--- src/rtl/reg_8x64b_wr_arbiter_if.sv ---
// Signal bundle between the two write-request sources, the arbiter and the
// 8x64b register file write port.
interface reg_8x64b_wr_arbiter_if;
  logic        a_valid;
  logic [2:0]  a_addr;
  logic [63:0] a_data;
  logic        a_ready;
  logic        b_valid;
  logic [2:0]  b_addr;
  logic [63:0] b_data;
  logic        b_ready;
  logic        wr_en;
  logic [2:0]  wr_addr;
  logic [63:0] wr_data;
  logic [7:0]  pending_mask;

  modport slave (
    input  a_valid, a_addr, a_data, b_valid, b_addr, b_data,
    output a_ready, b_ready, wr_en, wr_addr, wr_data, pending_mask
  );

  modport master (
    output a_valid, a_addr, a_data, b_valid, b_addr, b_data,
    input  a_ready, b_ready, wr_en, wr_addr, wr_data, pending_mask
  );
endinterface

--- src/rtl/reg_8x64b_wr_arbiter.sv ---
// Two-source write arbiter for an 8x64b register file: each source queues into
// a 2-entry FIFO, heads are granted round-robin and presented one per cycle.
module reg_8x64b_wr_arbiter (
  input  logic                   clk,
  input  logic                   rst,
  reg_8x64b_wr_arbiter_if.slave  bus
);
  localparam int NSRC = 2;

  logic [NSRC-1:0] src_valid;
  logic [2:0]      src_addr  [NSRC];
  logic [63:0]     src_data  [NSRC];
  logic [1:0]      fifo_cnt  [NSRC];
  logic [66:0]     fifo_head [NSRC];
  logic [7:0]      fifo_mask [NSRC];
  logic [NSRC-1:0] grant;
  logic [66:0]     grant_head;

  // last_grant: 0 = A, 1 = B
  logic        last_grant_q, last_grant_d;
  logic        wr_en_q, wr_en_d;
  logic [2:0]  wr_addr_q, wr_addr_d;
  logic [63:0] wr_data_q, wr_data_d;

  assign src_valid   = {bus.b_valid, bus.a_valid};
  assign src_addr[0] = bus.a_addr;
  assign src_addr[1] = bus.b_addr;
  assign src_data[0] = bus.a_data;
  assign src_data[1] = bus.b_data;

  generate
    for (genvar gi = 0; gi < NSRC; gi++) begin : g_fifo
      logic [1:0]  cnt_q, cnt_d;
      logic        rd_ptr_q, rd_ptr_d;
      logic [66:0] mem_q [2];
      logic [66:0] mem_d [2];
      logic        push;
      logic        wr_ptr;
      logic [7:0]  mask;

      // Ready comes from the registered count only, so a full FIFO refuses
      // a push even on the cycle its head is popped.
      assign push   = src_valid[gi] && (cnt_q != 2'd2);
      assign wr_ptr = rd_ptr_q ^ cnt_q[0];

      always_comb begin
        mem_d = mem_q;
        if (push) begin
          mem_d[wr_ptr] = {src_addr[gi], src_data[gi]};
        end
        cnt_d    = cnt_q + {1'b0, push} - {1'b0, grant[gi]};
        rd_ptr_d = rd_ptr_q ^ grant[gi];
      end

      always_comb begin
        mask = 8'h00;
        if (cnt_q != 2'd0) begin
          mask[mem_q[rd_ptr_q][66:64]] = 1'b1;
        end
        if (cnt_q == 2'd2) begin
          mask[mem_q[~rd_ptr_q][66:64]] = 1'b1;
        end
      end

      always_ff @(posedge clk or negedge rst) begin
        if (!rst) begin
          cnt_q    <= 2'd0;
          rd_ptr_q <= 1'b0;
          for (int i = 0; i < 2; i++) begin
            mem_q[i] <= '0;
          end
        end else begin
          cnt_q    <= cnt_d;
          rd_ptr_q <= rd_ptr_d;
          for (int i = 0; i < 2; i++) begin
            mem_q[i] <= mem_d[i];
          end
        end
      end

      assign fifo_cnt[gi]  = cnt_q;
      assign fifo_head[gi] = mem_q[rd_ptr_q];
      assign fifo_mask[gi] = mask;
    end
  endgenerate

  // A wins when B is empty or B was granted last; otherwise B if it has data.
  always_comb begin
    grant = '0;
    if (fifo_cnt[0] != 2'd0 && (fifo_cnt[1] == 2'd0 || last_grant_q)) begin
      grant = 2'b01;
    end else if (fifo_cnt[1] != 2'd0) begin
      grant = 2'b10;
    end
  end

  assign grant_head = grant[1] ? fifo_head[1] : fifo_head[0];

  always_comb begin
    last_grant_d = last_grant_q;
    wr_en_d      = |grant;
    wr_addr_d    = wr_addr_q;
    wr_data_d    = wr_data_q;
    if (|grant) begin
      last_grant_d = grant[1];
      wr_addr_d    = grant_head[66:64];
      wr_data_d    = grant_head[63:0];
    end
  end

  always_ff @(posedge clk or negedge rst) begin
    if (!rst) begin
      last_grant_q <= 1'b1;
      wr_en_q      <= 1'b0;
      wr_addr_q    <= 3'd0;
      wr_data_q    <= 64'd0;
    end else begin
      last_grant_q <= last_grant_d;
      wr_en_q      <= wr_en_d;
      wr_addr_q    <= wr_addr_d;
      wr_data_q    <= wr_data_d;
    end
  end

  assign bus.a_ready      = (fifo_cnt[0] != 2'd2);
  assign bus.b_ready      = (fifo_cnt[1] != 2'd2);
  assign bus.wr_en        = wr_en_q;
  assign bus.wr_addr      = wr_addr_q;
  assign bus.wr_data      = wr_data_q;
  assign bus.pending_mask = fifo_mask[0] | fifo_mask[1] |
                            (wr_en_q ? (8'h01 << wr_addr_q) : 8'h00);
endmodule

--- src/flat_wrapper.sv ---
// flat-port wrapper written by rule: the top's interface ports become plain ports
module reg_8x64b_wr_arbiter_flat 
  (clk, rst, bus_a_valid, bus_a_addr, bus_a_data, bus_b_valid, bus_b_addr, bus_b_data, bus_a_ready, bus_b_ready, bus_wr_en, bus_wr_addr, bus_wr_data, bus_pending_mask);
  reg_8x64b_wr_arbiter_if bus_i ();
  input  logic clk;
  input  logic rst;
  input wire logic [$bits(bus_i.a_valid)-1:0] bus_a_valid;
  input wire logic [$bits(bus_i.a_addr)-1:0] bus_a_addr;
  input wire logic [$bits(bus_i.a_data)-1:0] bus_a_data;
  input wire logic [$bits(bus_i.b_valid)-1:0] bus_b_valid;
  input wire logic [$bits(bus_i.b_addr)-1:0] bus_b_addr;
  input wire logic [$bits(bus_i.b_data)-1:0] bus_b_data;
  output wire logic [$bits(bus_i.a_ready)-1:0] bus_a_ready;
  output wire logic [$bits(bus_i.b_ready)-1:0] bus_b_ready;
  output wire logic [$bits(bus_i.wr_en)-1:0] bus_wr_en;
  output wire logic [$bits(bus_i.wr_addr)-1:0] bus_wr_addr;
  output wire logic [$bits(bus_i.wr_data)-1:0] bus_wr_data;
  output wire logic [$bits(bus_i.pending_mask)-1:0] bus_pending_mask;
  assign bus_i.a_valid = bus_a_valid;
  assign bus_i.a_addr = bus_a_addr;
  assign bus_i.a_data = bus_a_data;
  assign bus_i.b_valid = bus_b_valid;
  assign bus_i.b_addr = bus_b_addr;
  assign bus_i.b_data = bus_b_data;
  assign bus_a_ready = bus_i.a_ready;
  assign bus_b_ready = bus_i.b_ready;
  assign bus_wr_en = bus_i.wr_en;
  assign bus_wr_addr = bus_i.wr_addr;
  assign bus_wr_data = bus_i.wr_data;
  assign bus_pending_mask = bus_i.pending_mask;
  reg_8x64b_wr_arbiter u_core (.clk(clk), .rst(rst), .bus(bus_i));
endmodule
--- config.mk ---
export PLATFORM = sky130hd
export DESIGN_NAME = reg_8x64b_wr_arbiter_flat
export DESIGN_NICKNAME = d
export VERILOG_FILES = /design/src/rtl/reg_8x64b_wr_arbiter_if.sv /design/src/rtl/reg_8x64b_wr_arbiter.sv /design/src/flat_wrapper.sv
export SDC_FILE = /design/constraint.sdc
export NUM_CORES = 1
export LEC_CHECK = 0
export BUFFER_PORTS_ARGS = -buffer_cell sky130_fd_sc_hd__buf_2
export CELL_PAD_IN_SITES_DETAIL_PLACEMENT = 0
export CELL_PAD_IN_SITES_GLOBAL_PLACEMENT = 1
export CORE_UTILIZATION = 43
export DETAILED_ROUTE_END_ITERATION = 8
export PLACE_DENSITY = 0.8
export SYNTH_ARGS = -nofsm -noshare
export SYNTH_HDL_FRONTEND = slang
export SYNTH_SLANG_ARGS = --single-unit
--- constraint.sdc ---
create_clock -name clk -period 1.78 [get_ports clk]
set_input_delay 0.089 -clock clk [delete_from_list [all_inputs] [get_ports clk]]
set_output_delay 0.089 -clock clk [all_outputs]
set_load 0.05 [all_outputs]
==> results.json <==
{
  "startpoint_type": "flop",
  "met3WireLength_mm": 2.42,
  "period_minus_slack_ns": 2.25,
  "dr.pass1.iters": 7,
  "p_leak_uw": 0.0104,
  "synth.area.top_cells": "dfrtp_1 55%, mux2_2 21%, mux2i_1 8.8%",
  "cts_buffers": 37,
  "clock-root-buffer": "clkbuf_16",
  "async_reset_ff_frac": 1.00,
  "status": "finished, violations left",
  "top_layer": "met4",
  "synth_cell_type_count": 43,
  "cts_sinks": 343,
  "ys_warn_count": 0,
  "grt.total_usage": 0.221,
  "clkTransAtPathRegs_ns": 0.06,
  "synth_top_cell_area_share": 0.547,
  "grt_max_degree": 53,
  "drt_iter0_drc": 594,
  "dp_hpwl_mm": 25.0,
  "worst_r2r_endpoint": "u_core.g_fifo[0].mem_q[54]",
  "p_per_area_nw_per_um2": 2280,
  "post-route-period-util": 1.26,
  "vdd.ir_drop.worst_v": 0.00133,
  "final_layout_size_suffix_gt1_frac": 0.500,
  "overflow": 0,
  "totalWireLength_mm": 46.8,
  "violations": "design-rule violations, negative setup slack",
  "fin_nets": 1746,
  "rr_worst_depth": 6,
  "ant_nets": 0,
  "synth_nets": 1279,
  "final.fill_count": 2615,
  "dpl_cell_area_um2": 17800,
  "port_buffers": 215,
  "synth-edff-count": 0,
  "drv_cap": 0,
  "syn_avg_cell_area_um2": 13.8,
  "r2r_setup_slack_ns": -0.19,
  "synth_area_um2": 15700,
  "critPathKind": "flop to primary output",
  "worst_slew_pin_slew_ns": 0.513,
  "io_pins": 216,
  "max_freq_ghz": 0.445,
  "antenna_found_initial": 2,
  "wl_met1_mm": 19.6,
  "final_area_um2": 22400,
  "slew_viol_final": 0,
  "cp.arrival_ns": 2.16,
  "crit_required_ns": 1.69,
  "rsz0062_at_grt": "true",
  "tritoncts": "done",
  "vias": 11200,
  "yosysTopAreaCell": "dfrtp_1",
  "die_w_um": 193,
  "syn_to_final_growth_pct": 43.1,
  "max-clock-path-buffers": 3,
  "grt_pass1_vias": 11400,
  "fin_ws_ns": -0.468,
  "setup.worst_path.end_class": "primary output",
  "wl_met2_mm": 23.7,
  "dieArea_um2": 37200,
  "ys_ff_latch": 343,
  "die-height_um": 193,
  "synthCells": 1138,
  "core_um2": 35700,
  "min_path_type": "primary input to asynchronous set/reset pin",
  "setup_viol": 255,
  "htreeDepth": 2,
  "ys.flop_type": "dfrtp_1",
  "synth_most_common_cell": "dfrtp_1",
  "slew_headroom": 0.658,
  "start_util": 0.439,
  "finalHoldViolations": 0,
  "avgRoutedWirePerCell_um": 22.3,
  "via_per_inst": 5.34,
  "drc": 33,
  "clock_skew_ns": 0.0152,
  "regToRegStartpoint": "u_core.g_fifo[0].rd_ptr_q",
  "finalPower_uw": 51100,
  "grt_pass1_wl_mm": 63.1,
  "crit_fanout": 5,
  "synth_common_cells": "342 x dfrtp_1, 295 x mux2_2, 138 x mux2i_1, 80 x nand2_1, 43 x o21ai_1",
  "insertion_delay_ns": 0.52,
  "num_rows": 69,
  "finalWeightedCongestion": 0.901,
  "ys_seq_area_frac": 0.549
}
[final cells by class]
type                    count  area (µm²)  share of cell area
multi-input cells         717        7080               0.316
inverters                   9        33.8             0.00151
well taps                 461         577              0.0258
repair buffers            497        4770               0.213
clock inverters             7         164             0.00732
diodes                      2        5.00            0.000223
flip-flops and latches    343        8600               0.384
clock buffers              60        1170              0.0525
[timing repair]
action | CTS | global route
pin swaps | 16 | 28
cloned | 8 | 30
resized for setup | 70 | 128
setup buffers | 22 | 22
setup endpoints to repair | 34 | 241
hold buffers | 135 | 0
endpoints found under the hold margin | 519 | 0
[power breakdown]
group	switching [µW]	internal, µW	leakage, µW
logic	14000	14200	0.00568
registers	2510	12000	0.00404
clock network	3130	5240	0.000657
[layer usage]
layer  up-vias  global-route usage
li1       5045                   -
met1      5742               0.282
met2       338               0.380
met3        75              0.0413
met4         0              0.0648
met5         -                   0
[cell usage in the layout (no fill, tap or decap), types with 5 or more instances in the layout]
master / n
inv_1: 8
o21ai_1: 45
buf_6: 18
dfrtp_1: 337
mux2i_1: 135
buf_8: 7
buf_4: 61
mux2_4: 62
dlygate4sd3_1: 135
buf_16: 11
clkbuf_8: 12
clkbuf_1: 9
bufinv_16: 5
mux2_1: 9
clkbuf_16: 61
buf_2: 205
o21ai_2: 21
nor2_1: 6
mux2_2: 267
nand3_1: 5
nand2b_1: 9
buf_12: 37
nand2_1: 76
[worst max path at each step]
stage / startpoint / to / slack (ns) / depth (start not counted)
floorplan: u_core.g_fifo[1].rd_ptr_q / bus_pending_mask[6] / -0.04 / 7
global route: u_core.g_fifo[0].rd_ptr_q / bus_pending_mask[5] / -0.55 / 6
detailed placement: u_core.g_fifo[0].rd_ptr_q / bus_pending_mask[5] / -0.03 / 6
finish: u_core.g_fifo[0].rd_ptr_q / bus_pending_mask[0] / -0.47 / 6
global placement: u_core.g_fifo[0].rd_ptr_q / bus_pending_mask[5] / -0.04 / 6
CTS: u_core.g_fifo[0].rd_ptr_q / bus_pending_mask[0] / -0.47 / 6
[state kept, by name, summed over array words and instances, names as in the netlist]
register / cells
u_core.g_fifo.mem_q: 268
u_core.bus.wr_data: 64
u_core.g_fifo.cnt_q: 4
u_core.bus.wr_addr: 3
u_core.g_fifo.rd_ptr_q: 2
u_core.bus.wr_en: 1
u_core.last_grant_q: 1
[stage by stage]
step | TNS [ns] | utilization | hold WS [ns] | setup slack (ns) | cells
3_3_place_gp | -0.0556 | 0.499 | 0.0575 | -0.0381 | 1815
3_5_place_dp | -0.0636 | 0.499 | 0.0670 | -0.0327 | 1815
2_1_floorplan | -0.0422 | - | -0.207 | -0.0422 | 1138
4_1_cts | -15.23 | 0.593 | 0.0645 | -0.471 | 2045
6_report | -27.16 | 0.628 | 0.119 | -0.468 | 2096
5_1_grt | -37.40 | 0.628 | 0.129 | -0.549 | 2096
[critical path, cell delays in order (launching register included)]
cell and delay [ns]:
dfrtp_4 0.54, buf_12 0.15, mux2i_1 0.11, buf_4 0.17, a32o_1 0.24, a211o_1 0.26, buf_6 0.16
[kinds of logic (layout without fill, tap and decap cells)]
family / count (synthesis) / count (layout) / share of synthesized area
DFF: 343 / 343 / 0.549
xor gates and xnor gates: 5 / 5 / 0.00280
and+or+nand+nor: 125 / 126 / 0.0350
buffers and inverters: 79 / 573 / 0.0316
muxes: 476 / 476 / 0.339
adders and majority gates: 3 / 3 / 0.00240
other: 0 / 2 / 0
AOI/OAI and AO/OA: 107 / 107 / 0.0410
Power figures use the tool's default switching activity.
